--- src/rtl/demux_1x2_32bit_reg_if.sv ---
// Bus bundle for the registered 1-to-2 demux: one producer port and two
// consumer ports, each with valid/ready, plus per-port transfer counters.
interface demux_1x2_32bit_reg_if #(
  parameter int WIDTH = 32,
  parameter int CNT_W = 16
);
  logic [WIDTH-1:0] in_data;
  logic             in_sel;
  logic             in_valid;
  logic             in_ready;
  logic [WIDTH-1:0] out0_data;
  logic             out0_valid;
  logic             out0_ready;
  logic [WIDTH-1:0] out1_data;
  logic             out1_valid;
  logic             out1_ready;
  logic [CNT_W-1:0] out0_count;
  logic [CNT_W-1:0] out1_count;

  // Producer/consumer side (testbench or surrounding datapath)
  modport master (
    output in_data, in_sel, in_valid, out0_ready, out1_ready,
    input  in_ready, out0_data, out0_valid, out1_data, out1_valid,
           out0_count, out1_count
  );

  // Demux side
  modport slave (
    input  in_data, in_sel, in_valid, out0_ready, out1_ready,
    output in_ready, out0_data, out0_valid, out1_data, out1_valid,
           out0_count, out1_count
  );
endinterface

--- src/rtl/demux_1x2_32bit_reg.sv ---
// Registered 1-to-2 demux. Each output port owns a one-entry holding slot
// with valid/ready, so a stalled consumer never blocks the other port.

// One output slot: EMPTY/FULL state, held word and wrapping drain counter.
module demux_1x2_slot #(
  parameter int WIDTH = 32,
  parameter int CNT_W = 16
) (
  input  logic             clk,
  input  logic             rst_n,
  input  logic             load,
  input  logic [WIDTH-1:0] wdata,
  input  logic             ready,
  output logic [WIDTH-1:0] data,
  output logic             valid,
  output logic             drain,
  output logic [CNT_W-1:0] count
);
  typedef enum logic {EMPTY = 1'b0, FULL = 1'b1} slot_state_e;

  slot_state_e state_q, state_d;

  assign valid = (state_q == FULL);
  assign drain = valid & ready;

  // Slot state register
  always_ff @(posedge clk or negedge rst_n) begin
    if (!rst_n) state_q <= EMPTY;
    else        state_q <= state_d;
  end

  // Next state: a load always wins (refill during drain stays FULL)
  always_comb begin
    state_d = state_q;
    case (state_q)
      EMPTY: if (load) state_d = FULL;
      FULL: begin
        if (load)       state_d = FULL;
        else if (ready) state_d = EMPTY;
      end
      default: state_d = EMPTY;
    endcase
  end

  // Held word only changes on a load, so it is stable while stalled
  always_ff @(posedge clk or negedge rst_n) begin
    if (!rst_n)    data <= '0;
    else if (load) data <= wdata;
  end

  // Completed handshakes, wrapping naturally at 2^CNT_W
  always_ff @(posedge clk or negedge rst_n) begin
    if (!rst_n)     count <= '0;
    else if (drain) count <= count + 1'b1;
  end
endmodule

module demux_1x2_32bit_reg #(
  parameter int WIDTH = 32,
  parameter int CNT_W = 16
) (
  input logic                  clk,
  input logic                  rst_n,
  demux_1x2_32bit_reg_if.slave bus
);
  localparam int NUM_PORTS = 2;

  logic [NUM_PORTS-1:0]            load, ready, valid, drain;
  logic [NUM_PORTS-1:0][WIDTH-1:0] data;
  logic [NUM_PORTS-1:0][CNT_W-1:0] count;
  logic                            accept;

  assign ready = {bus.out1_ready, bus.out0_ready};

  // Only the selected slot gates the input; it can take a word when empty
  // or when it is being drained in the same cycle.
  assign bus.in_ready = rst_n & (~valid[bus.in_sel] | drain[bus.in_sel]);
  assign accept       = bus.in_valid & bus.in_ready;

  for (genvar i = 0; i < NUM_PORTS; i++) begin : g_port
    assign load[i] = accept & (bus.in_sel == 1'(i));

    demux_1x2_slot #(.WIDTH(WIDTH), .CNT_W(CNT_W)) u_slot (
      .clk   (clk),
      .rst_n (rst_n),
      .load  (load[i]),
      .wdata (bus.in_data),
      .ready (ready[i]),
      .data  (data[i]),
      .valid (valid[i]),
      .drain (drain[i]),
      .count (count[i])
    );
  end

  assign bus.out0_data  = data[0];
  assign bus.out0_valid = valid[0];
  assign bus.out0_count = count[0];
  assign bus.out1_data  = data[1];
  assign bus.out1_valid = valid[1];
  assign bus.out1_count = count[1];
endmodule

--- src/flat_wrapper.sv ---
// flat-port wrapper written by rule: the top's interface ports become plain ports
module demux_1x2_32bit_reg_flat 
#(
  parameter int WIDTH = 32,
  parameter int CNT_W = 16
)
  (clk, rst_n, bus_in_data, bus_in_sel, bus_in_valid, bus_out0_ready, bus_out1_ready, bus_in_ready, bus_out0_data, bus_out0_valid, bus_out1_data, bus_out1_valid, bus_out0_count, bus_out1_count);
  demux_1x2_32bit_reg_if #(.WIDTH(WIDTH), .CNT_W(CNT_W)) bus_i ();
  input logic clk;
  input logic rst_n;
  input wire logic [$bits(bus_i.in_data)-1:0] bus_in_data;
  input wire logic [$bits(bus_i.in_sel)-1:0] bus_in_sel;
  input wire logic [$bits(bus_i.in_valid)-1:0] bus_in_valid;
  input wire logic [$bits(bus_i.out0_ready)-1:0] bus_out0_ready;
  input wire logic [$bits(bus_i.out1_ready)-1:0] bus_out1_ready;
  output wire logic [$bits(bus_i.in_ready)-1:0] bus_in_ready;
  output wire logic [$bits(bus_i.out0_data)-1:0] bus_out0_data;
  output wire logic [$bits(bus_i.out0_valid)-1:0] bus_out0_valid;
  output wire logic [$bits(bus_i.out1_data)-1:0] bus_out1_data;
  output wire logic [$bits(bus_i.out1_valid)-1:0] bus_out1_valid;
  output wire logic [$bits(bus_i.out0_count)-1:0] bus_out0_count;
  output wire logic [$bits(bus_i.out1_count)-1:0] bus_out1_count;
  assign bus_i.in_data = bus_in_data;
  assign bus_i.in_sel = bus_in_sel;
  assign bus_i.in_valid = bus_in_valid;
  assign bus_i.out0_ready = bus_out0_ready;
  assign bus_i.out1_ready = bus_out1_ready;
  assign bus_in_ready = bus_i.in_ready;
  assign bus_out0_data = bus_i.out0_data;
  assign bus_out0_valid = bus_i.out0_valid;
  assign bus_out1_data = bus_i.out1_data;
  assign bus_out1_valid = bus_i.out1_valid;
  assign bus_out0_count = bus_i.out0_count;
  assign bus_out1_count = bus_i.out1_count;
  demux_1x2_32bit_reg #(.WIDTH(WIDTH), .CNT_W(CNT_W)) u_core (.clk(clk), .rst_n(rst_n), .bus(bus_i));
endmodule
--- config.mk ---
export PLATFORM = sky130hd
export DESIGN_NAME = demux_1x2_32bit_reg_flat
export DESIGN_NICKNAME = d
export VERILOG_FILES = /design/src/rtl/demux_1x2_32bit_reg_if.sv /design/src/rtl/demux_1x2_32bit_reg.sv /design/src/flat_wrapper.sv
export SDC_FILE = /design/constraint.sdc
export NUM_CORES = 1
export LEC_CHECK = 0
export CORE_ASPECT_RATIO = 1.4
export CORE_UTILIZATION = 30
export CTS_BUF_LIST = sky130_fd_sc_hd__clkbuf_8
export CTS_CLUSTER_DIAMETER = 120
export CTS_CLUSTER_SIZE = 28
export DETAILED_ROUTE_END_ITERATION = 7
export HOLD_SLACK_MARGIN = 0.03
export PLACE_DENSITY = 0.63
export SYNTH_ARGS = -nofsm -noshare
export SYNTH_HDL_FRONTEND = slang
export SYNTH_SLANG_ARGS = --single-unit
--- constraint.sdc ---
create_clock -name clk -period 4.3 [get_ports clk]
set_input_delay 0.86 -clock clk [delete_from_list [all_inputs] [get_ports clk]]
set_output_delay 0.86 -clock clk [all_outputs]
set_load 0.02 [all_outputs]
Yosys cells after proc, flatten, opt, wreduce, memory -nomap -nowiden
Index checks and enable logic that the tools add are counted.
{"block": "totals", "ff_bits": 98, "latchBits": 0, "ram_bits": 0, "romBits": 0, "inputBits": 38, "output_inout_bits": 99, "elab_cells": 32, "memories": 0}
{"block": "classes", "n_addsub": 2, "mul": 0, "div_mod_pow": 0, "order_cmp": 1, "n_eq_ne": 0, "shift": 0, "muxes": 12, "bitwise_logic": 11, "reduce_logical": 0}
{"cell": "$add A16 B1 Y16 const B", "count": 2}
{"cell": "$mux W1", "count": 10}
{"cell": "$and A1 B1 Y1", "count": 6}
{"cell": "$not A1 Y1", "count": 4}
{"cell": "$pmux W1 S2", "count": 2}
{"cell": "$lt A1 B2 Y1 const B", "count": 1}
{"cell": "$or A1 B1 Y1", "count": 1}

Longest topological paths before layout
Gate-level depths: netlist of run 1.
{"block": "logic_depth", "depth_word": 9, "depth_mapped": 6, "depth_no_buf": 5}

Cells and area by module
Synthesis of run 1 repeated with hierarchy kept, for this count alone.
{"block": "unflattened", "hier_cells": 263, "hier_area_um2": 3880.0}
{"module": "demux_1x2_slot", "n_inst": 2, "cells_per_inst": 127, "area_each_um2": 1915.6, "seq_area_each_um2": 1226.2}
{"module": "demux_1x2_32bit_reg", "n_inst": 1, "cells_per_inst": 9, "area_each_um2": 48.8, "seq_area_each_um2": 0.0}

Least setup slack after synthesis of run 1
OpenSTA, ideal clock, no wires.
{"block": "synth_timing", "path_type": "input to output", "startpoint": "input port bus_out1_ready", "endpoint": "output port bus_in_ready", "arrival_ps": 1313, "t_required_ps": 3440, "slack_ps": 2127, "cell_stages": 4, "n_path_buf": 0, "cell_sequence": "nand2b_4 > nand2_1 > o21ai_0 > and2_1"}
{"block": "synth_between", "elab_chain_len": 5}
{"element": "start, declared", "line_no": "flat_wrapper.sv:15", "rtl": "input wire logic [$bits(bus_i.out1_ready)-1:0] bus_out1_ready;"}
{"element": "$and A1 B1 Y1", "line_no": "demux_1x2_32bit_reg.sv:24", "rtl": "assign drain = valid & ready;"}
{"element": "$mux W1 (not written as such) (2 in series)", "line_no": "demux_1x2_32bit_reg.sv:77", "rtl": "assign bus.in_ready = rst_n & (~valid[bus.in_sel] | drain[bus.in_sel]);"}
{"element": "$or A1 B1 Y1", "line_no": "demux_1x2_32bit_reg.sv:77"}
{"element": "$and A1 B1 Y1", "line_no": "demux_1x2_32bit_reg.sv:77"}
{"element": "end, declared", "line_no": "flat_wrapper.sv:16", "rtl": "output wire logic [$bits(bus_i.in_ready)-1:0] bus_in_ready;"}
Every way passes these cells. The select of a mux whose other input is x is not followed.

Worst setup path in the final report of run 1
Ends and elaborated chain as after synthesis.

==> run summary, run 1 <==
Outcome -> finished, final reports clean
Seq/Total Area, Yosys -> 0.608
Final setup fails -> 0
Initial drt markers -> 33
Syn Nets -> 305
Most common cell in the netlist -> dfrtp_1
Min Clock Period, post-route -> 3.28 ns
Row count -> 49
Nets -> 449
WP data required -> 3.44 ns
Compound-Gate Fraction of Synth Area -> 0.00124
XOR/XNOR Fraction of Synth Area -> 0.0652
CP arrival -> 2.42 ns
Layout cells sized above 1 -> 0.222
Hold_buf cts -> 0
DR vias/cell -> 4.47
Post-synth EDFFs -> 0
Antenna diodes -> 0
Initial Util -> 0.310
Initial antenna violation count -> 0
# port buffers -> 136
CTS buffer count -> 9
Peak supply drop -> 0.242 mV
GP Congestion -> 0.742
Post-route clock period utilization -> 0.762
Synth warnings -> 0
Critical path type -> in -> out
CTS tree -> built
First-pass GRT wire length -> 14700 um
DRT antenna net count -> 0
Yosys cell types -> 25
Clk buf depth -> 2
Post-synthesis instance area -> 4030 um^2
Area contributors post-synth -> dfrtp_1 61%, mux2_4 11%, mux2_2 10%
Post-CTS Resized -> 0
GR Util All Layers -> 0.136
Setup_tns -> 0 ns
Die Area -> 13900 um^2
Fmax achieved -> 305 MHz
Least-Margin Pin Slew -> 0.689 ns
Share of the synthesized area in the top cell type -> 0.608
Mapped Avg Cell Area -> 15.2 um^2
Die height -> 139 um
Unrepaired setup endpoints after global routing -> false
Largest net degree at the start of global routing -> 56
Chip width -> 100 um
Synth-to-layout area growth -> 41.7%
Worst min path class -> reg -> reg
Core area -> 13000 um^2
Slew HR -> 0.541
Total power -> 2660 uW
Avg WL per Cell -> 15.0 um
Vias -> 2647
Largest family of logic cells by synthesized area -> multiplexers
Root Driver -> clkbuf_8
Mux cell area share after synthesis -> 0.211
Ys flop type -> dfrtp_1
Max Slew Vio Count -> 0
Synth Area in Simple Gates -> 0.0800
I/O Pins -> 137
Setup bufs post-CTS -> 0
Synthesized instance count -> 265
Sink Count -> 98
Residual DRC -> 0
Max_cap viols -> 0
Hold Fails Final Rpt -> 0
CP Launch Type -> primary input
Post-synth top area cell -> dfrtp_1
Routed WL -> 8880 um
Worst-Skew Late Latency -> 0.36 ns
Number of global-route vias before repair -> 2867
Power density cells -> 465 nW/um^2
Pre-Repair DR Iteration Count -> 4
Flops & latches, synth -> 98
CTS H-tree depth -> 3
DP HPWL -> 6360 um
Total gr overflow -> 0
Crit-path max FO -> 4
Post-synthesis adder-cell area fraction -> 0.00621
End-of-flow core utilization -> 0.440
Max Clock Skew -> 0.0118 ns
CP Capture Type -> output port
Clk slew on worst S/H paths -> 0.09 ns
Commonest cells in the netlist -> 98 x dfrtp_1, 37 x mux2_2, 29 x mux2_4
Leakage power -> 0.00240 uW
Post-synth ARST share -> 1.00
[area by class of cell]
cell class | instances | area [um^2]
Clock buffer | 9 | 124
Inverter | 3 | 11.3
Sequential cell | 98 | 2450
Tap cell | 178 | 223
Timing Repair Buffer | 140 | 1390
Clock inverter | 7 | 46.3
Multi-Input combinational cell | 157 | 1470
Fill cell | 1268 | 7280
[stage by stage]
stage                     setup WS [ns]  instances  hold slack [ns]  cell area (um^2)
after global placement             1.06        576            0.464              5540
final                              1.02        592            0.485              5710
after CTS                          1.02        592            0.485              5710
after global routing              0.903        592            0.498              5710
after floorplan                    2.13        265            0.564              4030
after detailed placement           1.04        576            0.473              5540
[metal layers]
| metal | wire length, um | vias up | track usage |
|---|---|---|---|
| met5 | 0 | - | 0 |
| met4 | 198 | 0 | 0.0709 |
| met3 | 513 | 14 | 0.0323 |
| met2 | 4520 | 88 | 0.232 |
| met1 | 3650 | 1349 | 0.158 |
| li1 | - | 1196 | - |
[flip-flops by register name (all words and copies together), names as in the netlist]
register / cells
u_core.g_port.u_slot.valid: 2
u_core.g_port.u_slot.count: 32
u_core.g_port.u_slot.data: 64
[worst paths after layout]
kind	from	endpoint	slack (ns)	cells past startpoint
max	bus_out1_ready	bus_in_ready	1.02	6
min	u_core.g_port[0].u_slot.count[15]$_DFFE_PN0P_	u_core.g_port[0].u_slot.count[15]$_DFFE_PN0P_	0.48	1
max reg2reg	u_core.g_port[1].u_slot.valid$_DFF_PN0_	u_core.g_port[1].u_slot.data[1]$_DFFE_PN0P_	2.50	3
min reg2reg	u_core.g_port[0].u_slot.count[15]$_DFFE_PN0P_	u_core.g_port[0].u_slot.count[15]$_DFFE_PN0P_	0.48	1
max in group asynchronous	rst_n	u_core.g_port[1].u_slot.count[4]$_DFFE_PN0P_	2.57	3
min in group asynchronous	rst_n	u_core.g_port[1].u_slot.count[1]$_DFFE_PN0P_	0.60	2
[critical path: stages]
cell and delay (ns):
clkdlybuf4s50_1 0.53, nand2b_4 0.16, nand2_1 0.05, o21ai_0 0.07
and2_1 0.14, clkdlybuf4s50_1 0.60
[where the power goes]
part / total, uW / switching (uW) / internal (uW) / leakage, uW
registers: 1230 / 133 / 1090 / 0.00121
clock network: 533 / 323 / 209 / 0.0000868
logic: 896 / 402 / 494 / 0.00110
[cells in the final DEF (no fill, tap or decap), types with 4 or more instances in the layout]
| master | n |
|---|---|
| and3_1 | 4 |
| buf_4 | 5 |
| clkbuf_8 | 9 |
| clkdlybuf4s50_1 | 135 |
| dfrtp_1 | 98 |
| inv_1 | 4 |
| mux2_2 | 37 |
| mux2_4 | 29 |
| nand2_1 | 16 |
| nand3_1 | 11 |
| nand4_1 | 9 |
| nor2_1 | 7 |
| xnor2_1 | 26 |
| xor2_1 | 4 |
[logic make-up (layout without fill, tap and decap cells)]
| logic type | Yosys count | in the layout |
|---|---|---|
| flip-flops | 98 | 98 |
| multiplexers | 66 | 66 |
| AND/OR/NAND/NOR | 58 | 58 |
| XOR/XNOR | 30 | 30 |
| buffers and inverters | 10 | 159 |
| adder cells (fa/ha/maj) | 2 | 2 |
| AO/OA/AOI/OAI | 1 | 1 |
(Power assumes the default switching activity.)
==> inputs of run 2 (changes only) <==
- PLACE_DENSITY: 0.63 -> 0.65
- clock period: 4.3 -> 2.92 ns (I/O delays scaled with it)
==> run summary, run 2 (synthesis results as in run 1) <==
Outcome -> finished, final reports clean
GR Util All Layers -> 0.137
Placement Setup Slack -> 0.242 ns
Total power -> 3990 uW
Crit-path max FO -> 4
P_int -> 2740 uW
CP Launch Type -> primary input
Fin cells -> 594
Commonest non-fill, non-tap cell in the layout -> clkdlybuf4s50_1
Final setup fails -> 0
CP arrival -> 2.10 ns
Min Clock Period, post-route -> 2.69 ns
CP most frequent cell -> clkdlybuf4s50_1
CP Cell Sequence -> clkdlybuf4s50_1, nor2b_4, o21ai_0, and2_1, clkdlybuf4s50_1
Clk buf depth -> 2
Clock Power Share -> 0.218
Root Driver -> clkbuf_8
Routed WL -> 8900 um
Layout cells sized above 1 -> 0.226
Row count -> 49
DRT antenna net count -> 0
First-pass GRT wire length -> 14900 um
NetSw -> 1260 uW
Die Area -> 13900 um^2
# port buffers -> 136
Vias -> 2614
Worst min path class -> in -> async
Max Slew Vio Count -> 0
CTS H-tree depth -> 3
End-of-flow core utilization -> 0.443
Initial drt markers -> 69
Worst Setup Slack, final -> 0.231 ns
Number of global-route vias before repair -> 2815
Core area -> 13000 um^2
DP HPWL -> 6380 um
Synth-to-layout area growth -> 42.9%
Initial antenna violation count -> 0
Least-Margin Pin Slew -> 0.865 ns
Clk slew on worst S/H paths -> 0.10 ns
Setup bufs post-CTS -> 0
Antenna diodes -> 0
Most flops, register -> u_core.g_port.u_slot.data
CTS tree -> built
WP data required -> 2.34 ns
Initial Util -> 0.310
Chip width -> 100 um
Comb pwr share -> 0.330
Sink Count -> 98
Total gr overflow -> 0
CTS buffer count -> 9
Post-CTS Resized -> 0
Largest net degree at the start of global routing -> 69
Crit-path max cell delay -> 0.60 ns
Avg WL per Cell -> 15.0 um
DR vias/cell -> 4.40
Hold Fails Final Rpt -> 0
Sequential share of power -> 0.452
Residual DRC -> 0
Worst-Skew Late Latency -> 0.36 ns
Slew HR -> 0.423
I/O Pins -> 137
Die height -> 139 um
Leakage power -> 0.00243 uW
Unrepaired setup endpoints after global routing -> false
Switch share -> 0.315
Pre-Repair DR Iteration Count -> 6
Critical path type -> in -> out
Max reg flops -> 64
Worst Path Buf+Inv -> 2
Peak supply drop -> 0.519 mV
GP Congestion -> 0.734
Dpl cells -> 578
Fmax achieved -> 372 MHz
Max Clock Skew -> 0.0133 ns
Fill count -> 1236
Cell family with most CP delay -> buffers and inverters
CP Capture Type -> output port
Nets -> 451
Most frequent cells in the layout -> 135 x clkdlybuf4s50_1, 98 x dfrtp_1, 37 x mux2_2
Power density cells -> 693 nW/um^2
Setup_tns -> 0 ns
Max_cap viols -> 0
Post-route clock period utilization -> 0.921
CP max stage cell -> clkdlybuf4s50_1
Hold_buf cts -> 0
run 2: cell types whose count changed in the layout (fill, tap and decap cells not counted), sizes merged:
cell      before  now
bufinv         0    1
clkinv         3    4
clkinvlp       2    0
buf            5    7
run 2: power groups by stage:
| stage | logic (uW) | registers, uW | clock network (uW) |
|---|---|---|---|
| 2_1_floorplan | 346 | 2120 | 0 |
| 3_3_place_gp | 1320 | 1830 | 0 |
| 3_5_place_dp | 1340 | 1830 | 0 |
| 4_1_cts | 1340 | 1810 | 916 |
| 5_1_grt | 1400 | 1840 | 976 |
| 6_report | 1320 | 1800 | 872 |
run 2: final timing paths:
path | startpoint | to | slack (ns) | cells after the start
min in group clk | u_core.g_port[1].u_slot.count[15]$_DFFE_PN0P_ | u_core.g_port[1].u_slot.count[15]$_DFFE_PN0P_ | 0.48 | 1
worst max-delay path | bus_out0_ready | bus_in_ready | 0.23 | 5
max in group asynchronous | rst_n | u_core.g_port[0].u_slot.data[11]$_DFFE_PN0P_ | 1.41 | 3
worst min-delay path | rst_n | u_core.g_port[0].u_slot.data[21]$_DFFE_PN0P_ | 0.27 | 2
worst max register to register | u_core.g_port[0].u_slot.valid$_DFF_PN0_ | u_core.g_port[0].u_slot.data[26]$_DFFE_PN0P_ | 1.35 | 4
worst min register to register | u_core.g_port[1].u_slot.count[15]$_DFFE_PN0P_ | u_core.g_port[1].u_slot.count[15]$_DFFE_PN0P_ | 0.48 | 1
run 2: cell type report:
cell class / count / area (um^2) / share of cell area
well taps: 178 / 223 / 0.0386
inverters: 3 / 11.3 / 0.00195
multi-input cells: 157 / 1470 / 0.255
flip-flops and latches: 98 / 2450 / 0.425
clock inverters: 7 / 70.1 / 0.0122
repair buffers: 142 / 1420 / 0.246
clock buffers: 9 / 124 / 0.0215
run 2: metal layers:
metal	wire length [um]	vias up	GRT usage
li1	-	1202	-
met1	3860	1324	0.170
met2	4540	83	0.231
met3	414	5	0.0328
met4	82	0	0.0473
met5	0	-	0
run 2: metrics by stage:
| step | cell area, um^2 | hold slack, ns |
|---|---|---|
| after floorplan | 4030 | 0.288 |
| after global placement | 5570 | 0.463 |
| after detailed placement | 5570 | 0.467 |
| after CTS | 5760 | 0.271 |
| after global routing | 5760 | 0.285 |
| final | 5760 | 0.275 |
run 2: worst reg2reg max path, delay by kind of cell, from the launching register on:
| kind | cells | cell delay [ns] |
|---|---|---|
| buffers and inverters | 1 | 0.30 |
| flip-flops | 1 | 0.43 |
| multiplexers | 1 | 0.38 |
| AND/OR/NAND/NOR | 2 | 0.36 |
==> inputs of run 3 (changes only) <==
- ABC_AREA: default -> 1
- ABC_CLOCK_PERIOD_IN_PS: default -> 2920
- PLACE_DENSITY: 0.65 -> 0.63
==> run summary, run 3 <==
Outcome -> finished, final reports clean
Worst Path Buf+Inv -> 3
CTS buffer count -> 9
Met1 WL -> 4540 um
Synthesized instance count -> 434
Setup bufs post-CTS -> 0
Least-Margin Pin Slew -> 0.898 ns
Slew HR -> 0.401
Ys flop type -> dfrtp_1
Synth Area in Simple Gates -> 0.178
CP most frequent cell -> clkdlybuf4s50_1
Metal2 WL -> 4470 um
Nets -> 614
Sink Count -> 98
Die height -> 144 um
Synth-to-layout area growth -> 40.1%
Root Driver -> clkbuf_8
Max_cap viols -> 0
Largest family of logic cells by synthesized area -> simple AND/OR/NAND/NOR gates
DP HPWL -> 7160 um
Critical path type -> in -> out
Share of the synthesized area in the top cell type -> 0.565
Reg2reg path depth -> 7
Flop2flop setup slack -> 1.25 ns
P_int -> 2530 uW
Post-synthesis instance area -> 4340 um^2
NetSw -> 1350 uW
Post-synth EDFFs -> 0
CP max stage cell -> clkdlybuf4s50_1
DRT antenna net count -> 0
Initial drt markers -> 174
Layout cells sized above 1 -> 0.173
Setup_tns -> 0 ns
RR Startpoint -> u_core.g_port[0].u_slot.valid$_DFF_PN0_
Worst-Skew Late Latency -> 0.37 ns
Placement Cell Area -> 5890 um^2
Leakage power -> 0.00285 uW
CP Capture Type -> output port
Compound-Gate Fraction of Synth Area -> 0.118
Post-synth ARST share -> 1.00
Max reg flops -> 64
Min Clock Period, post-route -> 2.73 ns
WP data required -> 2.34 ns
Hold_buf cts -> 0
Clk buf depth -> 2
Fmax achieved -> 366 MHz
Synth warnings -> 0
Clock Power Share -> 0.224
Sequential share of power -> 0.455
Power density cells -> 638 nW/um^2
Commonest non-fill, non-tap cell in the layout -> clkdlybuf4s50_1
Core area -> 14000 um^2
Flops & latches, synth -> 98
Peak supply drop -> 0.241 mV
Comb pwr share -> 0.322
GR Util All Layers -> 0.137
First-pass GRT wire length -> 16200 um
Pre-Repair DR Iteration Count -> 4
Design area -> 6080 um^2
Crit-path max FO -> 3
Syn Nets -> 474
# port buffers -> 136
CTS tree -> built
CP Launch Type -> primary input
End-of-flow core utilization -> 0.433
DR vias/cell -> 4.31
Chip width -> 104 um
Max Clock Skew -> 0.0120 ns
Critical Path Source -> bus_out1_ready
Post-synthesis adder-cell area fraction -> 0.00577
Die Area -> 15000 um^2
Max Slew Vio Count -> 0
Most common cell in the netlist -> nand2_1
Mapped Avg Cell Area -> 10.0 um^2
Crit-path max cell delay -> 0.67 ns
Area contributors post-synth -> dfrtp_1 57%, o21ai_2 9.1%, nand2_1 8.6%
CP endpoint -> bus_in_ready
Post-synth top area cell -> dfrtp_1
Seq/Total Area, Yosys -> 0.565
Max layer used -> met4
Clk slew on worst S/H paths -> 0.10 ns
Post-route clock period utilization -> 0.935
Largest net degree at the start of global routing -> 70
Crit Reg-Reg Endpoint -> u_core.g_port[1].u_slot.data[3]$_DFFE_PN0P_
Commonest cells in the netlist -> 99 x nand2_1, 98 x dfrtp_1, 64 x inv_1
Residual DRC -> 0
Hold Fails Final Rpt -> 0
Hold WS -> 0.237 ns
Cell family with most CP delay -> buffers and inverters
Met3 WL -> 566 um
CP arrival -> 2.15 ns
Unrepaired setup endpoints after global routing -> false
Antenna diodes -> 0
Initial antenna violation count -> 0
WP depth -> 6
XOR/XNOR Fraction of Synth Area -> 0.0404
I/O Pins -> 137
Final setup fails -> 0
Avg WL per Cell -> 12.7 um
Routed WL -> 9690 um
CTS H-tree depth -> 3
Total gr overflow -> 0
Worst min path class -> in -> async
CP Cell Sequence -> clkdlybuf4s50_1, inv_1, nand3_1, nand2_1, nor2_2, clkdlybuf4s50_1
Most frequent cells in the layout -> 135 x clkdlybuf4s50_1, 99 x nand2_1, 98 x dfrtp_1
Yosys cell types -> 27
Post-CTS Resized -> 0
GP Congestion -> 0.785
Row count -> 51
Most flops, register -> u_core.g_port.u_slot.data
Initial Util -> 0.309
Number of global-route vias before repair -> 3204
Mux cell area share after synthesis -> 0.00260
Switch share -> 0.347
Vias -> 3293
run 3: cell count changes after synthesis, moves of 4 or more:
cell / delta
nand2_2: +21
mux2_4: -29
xor2_1: +6
xnor2_1: -16
o21ai_1: +20
nand2_1: +83
mux2_2: -36
and3_1: -4
nor2_1: +5
nor3_1: +4
inv_1: +61
o21ai_2: +45
buf_6: +9
run 3: final cells by class:
type / count / area, um^2
repair buffers: 143 / 1460
clock inverters: 7 / 67.6
inverters: 65 / 244
well taps: 185 / 231
multi-input cells: 257 / 1500
flip-flops and latches: 98 / 2450
fillers: 1369 / 7960
clock buffers: 9 / 124
run 3: power by group through the flow:
stage                     sequential, uW  combinational, uW  clock (uW)
after floorplan                     2060                351           0
after global placement              1780               1250           0
after detailed placement            1790               1260           0
after CTS                           1770               1270         915
after global routing                1800               1340         965
final                               1760               1250         866
run 3: worst min path at each step:
| stage | end | from | cells past startpoint | slack [ns] |
|---|---|---|---|---|
| CTS | u_core.g_port[1].u_slot.valid$_DFF_PN0_ | rst_n | 2 | 0.23 |
| floorplan | u_core.g_port[0].u_slot.count[0]$_DFFE_PN0P_ | rst_n | 0 | 0.29 |
| finish | u_core.g_port[1].u_slot.count[1]$_DFFE_PN0P_ | rst_n | 2 | 0.24 |
| detailed placement | u_core.g_port[0].u_slot.data[12]$_DFFE_PN0P_ | u_core.g_port[0].u_slot.data[12]$_DFFE_PN0P_ | 2 | 0.47 |
| global route | u_core.g_port[1].u_slot.count[5]$_DFFE_PN0P_ | rst_n | 2 | 0.25 |
| global placement | u_core.g_port[0].u_slot.data[12]$_DFFE_PN0P_ | u_core.g_port[0].u_slot.data[12]$_DFFE_PN0P_ | 2 | 0.46 |
run 3: per-layer routing:
metal | vias to the layer above | global-route usage
met4 | 0 | 0.0412
met3 | 10 | 0.0379
li1 | 1634 | -
met1 | 1543 | 0.184
met2 | 106 | 0.216
met5 | - | 0
run 3: per-stage QoR:
step           cells  power (uW)  setup WS, ns
2_1_floorplan    434        2410          1.29
3_3_place_gp     748        3030         0.198
3_5_place_dp     748        3060         0.177
4_1_cts          764        3950         0.175
5_1_grt          764        4110         0.103
6_report         764        3880         0.189
run 3: cells by family (layout without fill, tap and decap cells):
group,count (synthesis),count (layout)
AOI/OAI and AO/OA,68,68
xor gates and xnor gates,20,20
adders and majority gates,2,2
buffers and inverters,79,224
DFF,98,98
muxes,1,1
and+or+nand+nor,166,166
run 3: worst register-to-register path, cell delays in order (launching register included):
cell	delay, ns
dfrtp_1	0.46
inv_2	0.10
nor3_2	0.04
nor2_2	0.18
nand3_2	0.34
buf_12	0.31
nand2_1	0.11
o21ai_2	0.05
